--- config.mk ---
export PLATFORM = sky130hd
export DESIGN_NAME = config_tx_mc
export DESIGN_NICKNAME = d
export VERILOG_FILES = /design/src/rtl/config_tx_pkg.sv /design/src/rtl/config_tx_bitgen.sv /design/src/rtl/config_tx_mc.sv
export SDC_FILE = /design/constraint.sdc
export NUM_CORES = 1
export LEC_CHECK = 0
export CORE_ASPECT_RATIO = 1.1
export CORE_MARGIN = 8
export CORE_UTILIZATION = 38
export DETAILED_ROUTE_END_ITERATION = 8
export HOLD_SLACK_MARGIN = 0.02
export RECOVER_POWER = 100
export SKIP_CTS_REPAIR_TIMING = 1
export SYNTH_ARGS = -nofsm -noshare
export SYNTH_HDL_FRONTEND = slang
export SYNTH_SLANG_ARGS = --single-unit
--- constraint.sdc ---
create_clock -name CLOCK -period 3.3 [get_ports CLOCK]
set_input_delay 0.33 -clock CLOCK [delete_from_list [all_inputs] [get_ports CLOCK]]
set_output_delay 0.33 -clock CLOCK [all_outputs]
set_load 0.005 [all_outputs]
--- src/rtl/config_tx_pkg.sv ---
// config_tx_pkg
// Shared definitions for the serial configuration transmitter:
//   - state_e          : FSM state encoding (also exported as a debug port)
//   - calc_bit_cycles  : CLOCK cycles per serial bit from the two periods
//   - cnt_width        : register width able to hold 0..n-1
//   - lowest_set       : index of the lowest set bit of a 16-bit mask
package config_tx_pkg;

  typedef enum logic [2:0] {
    ST_IDLE  = 3'd0,
    ST_LOAD  = 3'd1,
    ST_GAP   = 3'd2,
    ST_SHIFT = 3'd3,
    ST_NEXT  = 3'd4,
    ST_DONE  = 3'd5
  } state_e;

  // Truncating division: a partial cycle is dropped, so a bit is never
  // longer than the nominal bit period.
  function automatic int calc_bit_cycles(input int clk_ps, input int bit_ns);
    return (bit_ns * 1000) / clk_ps;
  endfunction

  function automatic int cnt_width(input int n);
    return (n <= 2) ? 1 : $clog2(n);
  endfunction

  // Scan from the top down so the last hit is the lowest set bit.
  function automatic logic [3:0] lowest_set(input logic [15:0] m);
    logic [3:0] idx;
    idx = '0;
    for (int i = 15; i >= 0; i--) begin
      if (m[i]) idx = i[3:0];
    end
    return idx;
  endfunction

endpackage

--- src/rtl/config_tx_bitgen.sv ---
// config_tx_bitgen
// Bit-timing generator. While run_i is high it counts 0..BIT_CYCLES-1 once
// per serial bit; the first BIT_CYCLES/2 cycles are the low phase of the
// serial clock, the rest the high phase.
// Ports:
//   clk_i     : system clock
//   rst_ni    : synchronous active-low reset
//   run_i     : count enable; counter is held at zero while low
//   tx_clk_o  : serial clock phase (0 while not running)
//   bit_end_o : high on the last cycle of each bit
module config_tx_bitgen
  import config_tx_pkg::*;
#(
  parameter int BIT_CYCLES = 19
) (
  input  logic clk_i,
  input  logic rst_ni,
  input  logic run_i,
  output logic tx_clk_o,
  output logic bit_end_o
);

  localparam int CW = cnt_width(BIT_CYCLES);
  localparam logic [CW-1:0] LAST_C = CW'(BIT_CYCLES - 1);
  localparam logic [CW-1:0] LOW_C  = CW'(BIT_CYCLES / 2);

  logic [CW-1:0] cyc_q, cyc_d;

  always_comb begin
    cyc_d = cyc_q;
    if (!run_i || (cyc_q == LAST_C)) begin
      cyc_d = '0;
    end else begin
      cyc_d = cyc_q + CW'(1);
    end
  end

  always_ff @(posedge clk_i) begin
    if (!rst_ni) begin
      cyc_q <= '0;
    end else begin
      cyc_q <= cyc_d;
    end
  end

  assign tx_clk_o  = run_i && (cyc_q >= LOW_C);
  assign bit_end_o = run_i && (cyc_q == LAST_C);

endmodule

--- src/rtl/config_tx_mc.sv ---
// config_tx_mc
// Multi-channel serial configuration transmitter. On a START rising edge the
// channel mask, bit count and configuration word are latched; each masked
// channel (lowest index first) then gets an idle gap of LINE_PERIOD cycles
// followed by a burst of NBITS bits on the shared TX_CLK/TX_DAT pair with its
// own TX_OE bit raised. A single TX_END pulse closes the whole transfer.
// Ports:
//   CLOCK, RESET_N : clock and synchronous active-low reset
//   START          : transfer request (rising edge, ignored while BUSY)
//   CH_MASK        : channels to configure
//   NBITS          : bits per burst (0 or >C_NO_CFG_BITS means C_NO_CFG_BITS)
//   INPUT          : configuration word, lowest NBITS bits sent
//   LINE_PERIOD    : gap in cycles before each burst
//   BUSY, TX_END   : transfer status and completion pulse
//   TX_CLK, TX_DAT : shared serial clock and data
//   TX_OE          : per-channel output enable (one-hot during a burst)
//   CH_IDX         : channel being served, 0 when idle
//   DBG_STATE      : current FSM state
// Handshake: START is a level input whose rising edge is the request; there
// is no acknowledge other than BUSY rising on the following cycle, and any
// edge seen while BUSY is dropped rather than queued.
module config_tx_mc
  import config_tx_pkg::*;
#(
  parameter int CLOCK_PERIOD_PS = 20833,
  parameter int BIT_PERIOD_NS   = 400,
  parameter int C_NO_CFG_BITS   = 24,
  parameter int C_NO_CHANNELS   = 4,
  parameter int C_MSB_FIRST     = 1,
  localparam int NB_W           = $clog2(C_NO_CFG_BITS + 1)
) (
  input  logic                     CLOCK,
  input  logic                     RESET_N,
  input  logic                     START,
  input  logic [C_NO_CHANNELS-1:0] CH_MASK,
  input  logic [NB_W-1:0]          NBITS,
  input  logic [C_NO_CFG_BITS-1:0] INPUT,
  input  logic [15:0]              LINE_PERIOD,
  output logic                     BUSY,
  output logic                     TX_END,
  output logic                     TX_CLK,
  output logic                     TX_DAT,
  output logic [C_NO_CHANNELS-1:0] TX_OE,
  output logic [3:0]               CH_IDX,
  output state_e                   DBG_STATE
);

  localparam int BIT_CYCLES = calc_bit_cycles(CLOCK_PERIOD_PS, BIT_PERIOD_NS);
  localparam int BC_W       = cnt_width(C_NO_CFG_BITS);
  localparam logic [NB_W-1:0] MAX_NB = NB_W'(C_NO_CFG_BITS);

  if (BIT_CYCLES < 2) begin : g_bad_bit_cycles
    $error("config_tx_mc: BIT_CYCLES must be at least 2");
  end
  if ((C_NO_CHANNELS < 1) || (C_NO_CHANNELS > 16)) begin : g_bad_channels
    $error("config_tx_mc: C_NO_CHANNELS must be in 1..16");
  end

  state_e                   state_q, state_d;
  logic                     start_q;
  logic [C_NO_CHANNELS-1:0] mask_q, mask_d;
  logic [NB_W-1:0]          nbits_q, nbits_d;
  logic [C_NO_CFG_BITS-1:0] word_q, word_d;
  logic [3:0]               ch_q, ch_d;
  logic [15:0]              gap_q, gap_d;
  logic [BC_W-1:0]          bit_q, bit_d;

  logic                     start_rise;
  logic [NB_W-1:0]          nbits_eff;
  logic [C_NO_CHANNELS-1:0] ch_onehot;
  logic [C_NO_CHANNELS-1:0] mask_rem;
  logic [15:0]              mask16;
  logic [15:0]              rem16;
  logic                     shifting;
  logic                     bg_clk;
  logic                     bg_bit_end;
  logic                     last_bit;
  logic [NB_W-1:0]          dat_idx;
  logic [C_NO_CFG_BITS-1:0] word_shifted;

  assign start_rise = START && !start_q;
  assign nbits_eff  = ((NBITS == '0) || (NBITS > MAX_NB)) ? MAX_NB : NBITS;
  assign ch_onehot  = C_NO_CHANNELS'(1) << ch_q;
  assign mask_rem   = mask_q & ~ch_onehot;
  assign shifting   = (state_q == ST_SHIFT);
  assign last_bit   = ((NB_W'(bit_q) + NB_W'(1)) == nbits_q);

  always_comb begin
    mask16 = '0;
    rem16  = '0;
    mask16[C_NO_CHANNELS-1:0] = mask_q;
    rem16[C_NO_CHANNELS-1:0]  = mask_rem;
  end

  config_tx_bitgen #(
    .BIT_CYCLES(BIT_CYCLES)
  ) u_bitgen (
    .clk_i    (CLOCK),
    .rst_ni   (RESET_N),
    .run_i    (shifting),
    .tx_clk_o (bg_clk),
    .bit_end_o(bg_bit_end)
  );

  always_comb begin
    state_d = state_q;
    mask_d  = mask_q;
    nbits_d = nbits_q;
    word_d  = word_q;
    ch_d    = ch_q;
    gap_d   = gap_q;
    bit_d   = bit_q;
    unique case (state_q)
      ST_IDLE: begin
        if (start_rise) begin
          state_d = ST_LOAD;
          mask_d  = CH_MASK;
          nbits_d = nbits_eff;
          word_d  = INPUT;
        end
      end
      ST_LOAD: begin
        gap_d = '0;
        bit_d = '0;
        if (mask_q == '0) begin
          state_d = ST_DONE;
        end else begin
          ch_d    = lowest_set(mask16);
          state_d = ST_GAP;
        end
      end
      ST_GAP: begin
        // A zero LINE_PERIOD still spends one cycle here.
        if ((17'(gap_q) + 17'd1) >= 17'(LINE_PERIOD)) begin
          gap_d   = '0;
          state_d = ST_SHIFT;
        end else begin
          gap_d = gap_q + 16'd1;
        end
      end
      ST_SHIFT: begin
        if (bg_bit_end) begin
          if (last_bit) begin
            bit_d   = '0;
            state_d = ST_NEXT;
          end else begin
            bit_d = bit_q + BC_W'(1);
          end
        end
      end
      ST_NEXT: begin
        mask_d = mask_rem;
        if (mask_rem == '0) begin
          state_d = ST_DONE;
        end else begin
          ch_d    = lowest_set(rem16);
          state_d = ST_GAP;
        end
      end
      ST_DONE: begin
        mask_d  = '0;
        ch_d    = '0;
        state_d = ST_IDLE;
      end
      default: begin
        state_d = ST_IDLE;
      end
    endcase
  end

  always_ff @(posedge CLOCK) begin
    if (!RESET_N) begin
      state_q <= ST_IDLE;
      // Primed high so a START already asserted across reset is not an edge.
      start_q <= 1'b1;
      mask_q  <= '0;
      nbits_q <= '0;
      word_q  <= '0;
      ch_q    <= '0;
      gap_q   <= '0;
      bit_q   <= '0;
    end else begin
      state_q <= state_d;
      start_q <= START;
      mask_q  <= mask_d;
      nbits_q <= nbits_d;
      word_q  <= word_d;
      ch_q    <= ch_d;
      gap_q   <= gap_d;
      bit_q   <= bit_d;
    end
  end

  // Bit selection: MSB-first walks down from bit NBITS-1. The bit counter
  // only advances at the end of a bit, so TX_DAT moves exactly when TX_CLK
  // drops back to its low phase.
  assign dat_idx      = (C_MSB_FIRST != 0) ? (nbits_q - NB_W'(1) - NB_W'(bit_q))
                                           : NB_W'(bit_q);
  assign word_shifted = word_q >> dat_idx;

  assign BUSY      = (state_q == ST_LOAD) || (state_q == ST_GAP) ||
                     (state_q == ST_SHIFT) || (state_q == ST_NEXT);
  assign TX_END    = (state_q == ST_DONE);
  assign TX_CLK    = shifting && bg_clk;
  assign TX_DAT    = shifting && word_shifted[0];
  assign TX_OE     = shifting ? ch_onehot : '0;
  assign CH_IDX    = BUSY ? ch_q : 4'd0;
  assign DBG_STATE = state_q;

endmodule

# After elaboration in Yosys (flattened, before gate mapping)
# Index checks and enable logic that the tools add are counted.
# op_classes
n_addsub	6
n_lt_le_gt_ge	3
eq_ne	13
shifts	2
mux	28
bitwise	3
reduce_logical	26
# ops
cell	count
4-bit 2-to-1 mux	11
16-bit case mux with 2 select lines	1
4-bit case mux with 3 select lines	2
24-bit by 5-bit right shift with 1-bit output	1
3-bit 2-to-1 mux	6
16-bit by 1-bit adder with 17-bit output, second input constant	1
17-bit by 16-bit >= comparator with 1-bit output	1
16-bit by 1-bit adder with 16-bit output, second input constant	1
16-bit 2-to-1 mux	1
5-bit 2-to-1 mux	3
3-bit case mux with 5 select lines	1
5-bit by 1-bit adder with 5-bit output, second input constant	2
5-bit case mux with 2 select lines	1
4-bit logical NOT	2
2-bit != test, second input constant	4
3-bit by 2-bit equality test with 1-bit output, second input constant	2
3-bit equality test, second input constant	2
2-bit AND reduction	3
3-bit nonzero test	2
5-bit equality test	1
5-bit equality test, second input constant	1
5-bit by 4-bit >= comparator with 1-bit output, second input constant	1
5-bit > comparator, second input constant	1
1-bit logical AND	5
17 further kinds	25
# totals
regBits	67
output_inout_bits	15
wordCells	90

# Logic depth before layout (Yosys ltp)
# Gate-level depths: netlist of run 1.
# logic_depth
depth_word	9
ltp_mapped	15

# Hierarchy
# Synthesis of run 1 repeated with hierarchy kept, for this count alone.
# hier_totals
cells_unflattened	518
area_unflattened_um2	4231.6
# modules_own_cells
module	n_inst	cells_per_inst	area_each_um2
config_tx_mc	1	491	3972.6
config_tx_bitgen	1	27	259.0

# Least setup slack after synthesis of run 1
# No wires, ideal clock.
# synth_timing
path_kind	register -> register
startpoint	register gap_q[0]
endpoint	register gap_q[0]
setup_time_ps	70
t_arrival_ps	2893
required_ps	3230
slack_ps	337
path_stages_with_launch	15
path_cell_list	dfxtp_1 -> ha_1 -> and4_4 -> nand3_4 -> nor2_1 -> a31oi_1 -> or2_1 -> ha_1 -> a21o_1 -> a2111oi_0 -> and4b_1 -> buf_2 -> buf_2 -> nand3b_1 -> a21oi_1
# synth_between
elab_chain_len	4
word_cells_on_any_way	5
cone_classes	2 x add/sub; 1 x order compare; 2 x mux
# synth_lines
element	line_no	text
from (decl)	config_tx_mc.sv:65	logic [15:0] gap_q, gap_d;
from (signal assigned)	config_tx_mc.sv:189	gap_q <= gap_d;
16-bit by 1-bit adder with 17-bit output	config_tx_mc.sv:134	if ((17'(gap_q) + 17'd1) >= 17'(LINE_PERIOD)) begin
17-bit by 16-bit >= comparator with 1-bit output	config_tx_mc.sv:134	
16-bit 2-to-1 mux *	config_tx_mc.sv:134	
16-bit case mux with 2 select lines *	config_tx_mc.sv:113	unique case (state_q)
# Every way passes the cells marked *; elsewhere a longest branch is shown, timed or not.
# A chain may end at the register's enable or synchronous reset.

# Worst setup path in the final report of run 1
# layout_timing
startpoint	register bit_q[0]
endpoint	output TX_DAT
# layout_between
elab_chain_len	3
# layout_lines
element	line_no	text
from (decl)	config_tx_mc.sv:66	logic [BC_W-1:0] bit_q, bit_d;
from (signal assigned)	config_tx_mc.sv:190	bit_q <= bit_d;
5-bit subtractor	config_tx_mc.sv:197	assign dat_idx = (C_MSB_FIRST != 0) ? (nbits_q - NB_W'(1) - NB_W'(bit_q))
24-bit by 5-bit right shift with 1-bit output	config_tx_mc.sv:199	assign word_shifted = word_q >> dat_idx;
1-bit logical AND	config_tx_mc.sv:205	assign TX_DAT = shifting && word_shifted[0];
to (decl)	config_tx_mc.sv:42	output logic TX_DAT,
# Every way passes these cells.

==> impl_metrics.json, run 1 <==
{
  "start_util_pct": 38.6,
  "grt_pass1_wl_mm": 16.5,
  "coreArea_sq_mm": 0.0102,
  "synth_edf_count": 0,
  "drt_iter0_drc": 121,
  "hold_viol_final": 0,
  "tns_ns": 0,
  "hp-start": "word_q[5]",
  "drc": 0,
  "synth-async-reset-ratio_pct": 0,
  "post_dp_cell_area_sq_mm": 0.00467,
  "dp_hpwl_mm": 7.28,
  "antenna_found_initial": 0,
  "cts_buffers": 9,
  "outcome": "completed",
  "cts_tree": "done",
  "grt.total_usage_pct": 14.5,
  "cts-root-buf": "clkbuf_16",
  "antenna_left": 0,
  "num_vias": 3625,
  "maxSlewViolCount": 0,
  "syn2layout_area_growth_pct": 27.0,
  "fin_ws_ns": 0.185,
  "synth_cells": 501,
  "p_clk_share_pct": 33.5,
  "power_density_mw_per_mm2": 522,
  "fin_crit_sh_pct": 94.4,
  "ys_types": 55,
  "ys.flop_type": "dfxtp_1",
  "worstSetupEndpointType": "output port",
  "rows": 39,
  "dp_cells": 666,
  "synthTopCellsByArea": "dfxtp_1 (33%), ha_1 (7.9%), nand2_1 (7.6%)",
  "critPathLaunch": "bit_q[0]",
  "fin_crit_ns": 3.11,
  "cp.arrival_ns": 2.78,
  "cts.path.max_buffers": 2,
  "fin_nets": 636,
  "ys_seq_area_share_pct": 32.9,
  "grt_overflow": 0,
  "synth-seq-cells": 65,
  "seqPwrFrac_pct": 36.7,
  "die_w_microns": 113,
  "skew_ns": 0.00757,
  "required_ns": 2.97,
  "intPower_w": 0.00177,
  "die_h_microns": 123,
  "io_pins": 67,
  "first_pass_iters": 4,
  "htreeDepth": 3,
  "cts.sinks": 65,
  "cap_viol_max_count": 0,
  "stdcell_area_sq_mm": 0.00502,
  "worst-path-max-fanout": 6,
  "synth.top_cell.area_share_pct": 32.9,
  "grt_pass1_vias": 3542,
  "critPathLaunchType": "flop",
  "pwr-share-comb_pct": 29.9,
  "r2r_start": "gap_q[1]",
  "stdcell_count": 686,
  "p_sw_w": 0.000854,
  "synth_area_sq_mm": 0.00396,
  "p_leak_nw": 1.96,
  "crit_type": "reg -> out",
  "die_area_sq_mm": 0.0139,
  "dpl_worst_slack_ns": -0.0877,
  "worst_ir_drop_vdd_uv": 280,
  "whs_path_depth": 2,
  "syn-mean-instance-area_sq_um": 7.89,
  "wl_mm": 9.76,
  "yosysWarnings": 0,
  "worst_slew_pin_slew_ns": 1.35,
  "hp-class": "reg -> reg",
  "switching_share_pct": 32.6,
  "gp_congestion": 0.853,
  "io_buffer_count": 64,
  "regToRegEndpoint": "gap_q[0]",
  "rsz0062_at_grt": "true",
  "layout-drive-gt1-share_pct": 8.17,
  "routed_via_density": 5.28,
  "insertion_delay_ns": 0.33,
  "rrSetupSlack_ns": 0.21,
  "clk_pin_slew_ns": 0.05,
  "hold_end": "word_q[5]",
  "synth_top_area_cell": "dfxtp_1",
  "worst_r2r_path_depth": 13,
  "setup_viol": 0,
  "antennaDiodeCount": 0,
  "grt_max_degree": 32,
  "max_freq_ghz": 0.321,
  "wl_per_cell_microns": 14.2,
  "slew_headroom_pct": 10.2
}
## layout by cell type, fill, tap and decap left out, types with 11 or more instances in the layout
cell type        synthesis  final
a21oi_1                 49     49
clkdlybuf4s50_1          0     52
dfxtp_1                 65     64
dlygate4sd3_1            0     11
ha_1                    25     23
inv_1                   31     32
nand2_1                 80     80
nand3_1                 16     16
nor2_1                  41     40
o21ai_0                 11     11
xnor2_1                 18     18
## worst max path at each step
stage | to | slack [ns] | depth (start not counted)
global route | gap_q[12] | -0.003 | 13
CTS | TX_DAT | -0.18 | 9
global placement | gap_q[15] | 0.07 | 13
detailed placement | gap_q[15] | -0.09 | 13
finish | TX_DAT | 0.19 | 9
floorplan | gap_q[0] | 0.34 | 14
## synthesized netlist by cell type (all sizes together), types with 2 or more instances
library cell / number
a2111oi: 3
a211oi: 2
a21o: 5
a21oi: 49
a22oi: 3
a31oi: 4
a32oi: 9
and2: 6
and3: 6
and4: 3
buf: 7
clkbuf: 21
dfxtp: 65
ha: 25
inv: 34
mux2i: 5
mux4: 7
nand2: 80
nand2b: 4
nand3: 17
nand3b: 2
nand4: 9
nand4b: 2
nor2: 41
nor2b: 7
nor3: 8
nor4: 2
o211ai: 6
o21ai: 19
o21bai: 2
o221a: 2
o22ai: 2
or2: 6
or4: 2
xnor2: 18
xor2: 6
## flip-flops by register name (all words and copies together) (netlist names)
register        flops
word_q             24
start_q             1
bit_q               5
ch_q                2
gap_q              16
DBG_STATE           3
nbits_q             5
u_bitgen.cyc_q      5
mask_q              4
## kinds of logic (layout without fill, tap and decap cells)
group,count (synthesis),count (layout),share of synthesized area [%]
simple gates,197,197,23.8
compound gates,114,114,18.0
flops,65,65,32.9
buf+inv,62,123,6.23
fa+ha+maj,26,26,8.42
xor+xnor,24,24,5.31
mux,12,12,5.25
other cells,1,2,0.0948
## power by group through the flow
stage	Clock (W)	Combinational, W	Sequential [W]
floorplan	0	0.000600	0.000903
global placement	0	0.000770	0.000973
detailed placement	0	0.000779	0.000975
CTS	0.000895	0.000781	0.000959
global route	0.000940	0.000884	0.000975
finish	0.000877	0.000782	0.000961
## routing by layer
| layer | vias up | global-route usage (%) | part of all wire (%) |
|---|---|---|---|
| met2 | 75 | 24.8 | 49 |
| met4 | 0 | 5.25 | 1.3 |
| met3 | 12 | 3.96 | 4.8 |
| met1 | 1673 | 17.1 | 45 |
| met5 | - | 0 | 0 |
| li1 | 1865 | - | - |
## critical path, stage by stage (launching register included)
cell and delay (ns):
dfxtp_1 0.34, inv_1 0.07, ha_2 0.17, inv_1 0.06
fa_2 0.67, mux4_2 0.33, mux4_2 0.46, mux2i_1 0.14
nor2_1 0.06, dlymetal6s2s_1 0.16
## per-stage QoR
step           util [%]  total power (W)  hold slack [ns]
2_1_floorplan         -          0.00150            0.431
3_3_place_gp       45.6          0.00174            0.440
3_5_place_dp       45.6          0.00175            0.447
4_1_cts            48.3          0.00263            0.454
5_1_grt            49.0          0.00280            0.474
6_report           49.0          0.00262            0.454
## cell type report
class,count,area (sq um)
Sequential cell,65,1300
Clock buffer,13,260
Clock inverter,3,15.0
Fill cell,1023,5230
Multi-Input combinational cell,375,2460
Inverter,34,128
Tap cell,123,154
Timing Repair Buffer,73,703
No activity file was read; power rests on OpenSTA's default activity.
==> inputs of run 2 (changes only) <==
--- a/config.mk
+++ b/config.mk
@@ -5,6 +5,7 @@
 export SDC_FILE = /design/constraint.sdc
 export NUM_CORES = 1
 export LEC_CHECK = 0
+export CAP_MARGIN = 20
 export CORE_ASPECT_RATIO = 1.1
 export CORE_MARGIN = 8
 export CORE_UTILIZATION = 38
==> results of run 2 <==
The final DEF is identical to that of run 1; final timing and power are the same.
==> inputs of run 3 (changes only) <==
--- a/config.mk
+++ b/config.mk
@@ -9,9 +9,11 @@
 export CORE_ASPECT_RATIO = 1.1
 export CORE_MARGIN = 8
 export CORE_UTILIZATION = 38
+export CTS_CLUSTER_SIZE = 30
 export DETAILED_ROUTE_END_ITERATION = 8
 export HOLD_SLACK_MARGIN = 0.02
 export RECOVER_POWER = 100
+export REMOVE_ABC_BUFFERS = 1
 export SKIP_CTS_REPAIR_TIMING = 1
 export SYNTH_ARGS = -nofsm -noshare
 export SYNTH_HDL_FRONTEND = slang
==> impl_metrics.json, run 3 (synthesis results as in run 1) <==
{
  "rsz0062_at_grt": "false",
  "hold_viol_final": 0,
  "worst_slew_pin_slew_ns": 0.846,
  "outcome": "completed",
  "skew_ns": 0.00823,
  "cp.arrival_ns": 2.82,
  "required_ns": 2.97,
  "wl_per_cell_microns": 15.2,
  "num_vias": 3702,
  "grt_pass1_vias": 3653,
  "cts_buffers": 9,
  "design_power_total_w": 0.00264,
  "slew_headroom_pct": 43.6,
  "grt.total_usage_pct": 15.5,
  "cts.sinks": 65,
  "rrSetupSlack_ns": 0.24,
  "antenna_left": 0,
  "largest-register": "word_q",
  "layout-drive-gt1-share_pct": 7.64,
  "hp-class": "reg -> reg",
  "crit_type": "reg -> out",
  "final_common_cell": "nand2_1",
  "coreArea_sq_mm": 0.0102,
  "htreeDepth": 3,
  "power_density_mw_per_mm2": 526,
  "first_pass_iters": 4,
  "die_h_microns": 123,
  "max_freq_ghz": 0.317,
  "largest_reg_flops": 24,
  "drc": 0,
  "die_area_sq_mm": 0.0139,
  "grt_max_degree": 28,
  "rows": 39,
  "dp_hpwl_mm": 7.82,
  "grt_pass1_wl_mm": 17.5,
  "clk_pin_slew_ns": 0.06,
  "routed_via_density": 5.40,
  "start_util_pct": 38.6,
  "cts-root-buf": "clkbuf_16",
  "io_buffer_count": 64,
  "drt_iter0_drc": 194,
  "worst_hold_slack_ns": 0.452,
  "cts_tree": "done",
  "worst_ir_drop_vdd_uv": 227,
  "syn2layout_area_growth_pct": 27.0,
  "fin_nets": 636,
  "die_w_microns": 113,
  "maxSlewViolCount": 0,
  "antennaDiodeCount": 0,
  "insertion_delay_ns": 0.34,
  "largest_registers": "word_q (24), gap_q (16)",
  "critPathLaunchType": "flop",
  "io_pins": 67,
  "worst-path-max-fanout": 6,
  "fin_crit_ns": 3.15,
  "p_leak_nw": 1.95,
  "final_cell_mix": "nand2_1 (80), dfxtp_1 (63), clkdlybuf4s50_1 (51), a21oi_1 (49), nor2_1 (40)",
  "wl_mm": 10.4,
  "antenna_found_initial": 0,
  "grt_overflow": 0,
  "cap_viol_max_count": 0,
  "cts.path.max_buffers": 2,
  "setup_viol": 0,
  "worstSetupEndpointType": "output port",
  "fin_crit_sh_pct": 95.6,
  "gp_congestion": 0.829
}
==> run 3: changes by cell type in the layout (fill, tap and decap cells not counted), sizes merged <==
| cell | delta |
|---|---|
| clkinvlp | +2 |
| clkbuf | -1 |
| clkdlybuf4s50 | -1 |
| clkinv | -1 |
| dlygate4sd3 | +1 |
==> run 3: layout make-up <==
type	count	area [sq um]
clock buffers	12	246
clock inverters	4	28.8
fillers	1006	5220
inverters	34	128
multi-input cells	375	2450
flip-flops and latches	65	1310
well taps	123	154
repair buffers	73	707
==> run 3: final timing paths <==
path / end / from / depth (start not counted)
worst max register to register: gap_q[12] / gap_q[0] / 14
worst max-delay path: TX_DAT / bit_q[0] / 9
worst min-delay path: word_q[12] / word_q[12] / 2
worst min register to register: word_q[12] / word_q[12] / 2
==> run 3: through the flow <==
stage / util, % / TNS [ns] / instances / setup WS, ns / cell area (sq um)
4_1_cts: 48.4 / -0.363 / 684 / -0.220 / 4960
5_1_grt: 49.0 / 0 / 686 / 0.0303 / 5020
6_report: 49.0 / 0 / 686 / 0.146 / 5020
3_5_place_dp: 45.7 / -0.0667 / 668 / -0.0623 / 4690
2_1_floorplan: - / 0 / 474 / 0.251 / 3840
3_3_place_gp: 45.7 / 0 / 668 / 0.214 / 4690
==> run 3: layer usage <==
layer	routed length, microns	vias to the layer above	global-route usage (%)
met4	214	0	7.08
met2	4910	95	25.1
met3	555	19	4.54
met1	4730	1718	18.9
li1	-	1870	-
met5	0	-	0
==> run 3: critical path: stages (launching register included) <==
cell            delay [ns]
dfxtp_1               0.34
inv_1                 0.06
ha_1                  0.17
inv_1                 0.08
fa_2                  0.67
mux4_2                0.33
mux4_2                0.47
mux2i_1               0.15
nor2_1                0.05
dlymetal6s2s_1        0.17
==> run 3: power breakdown <==
| group | leakage (nW) | internal, W | switching [W] |
|---|---|---|---|
| registers | 0.528 | 0.000851 | 0.000113 |
| logic | 1.30 | 0.000366 | 0.000429 |
| clock network | 0.129 | 0.000529 | 0.000355 |
| total | 1.95 | 0.00175 | 0.000897 |
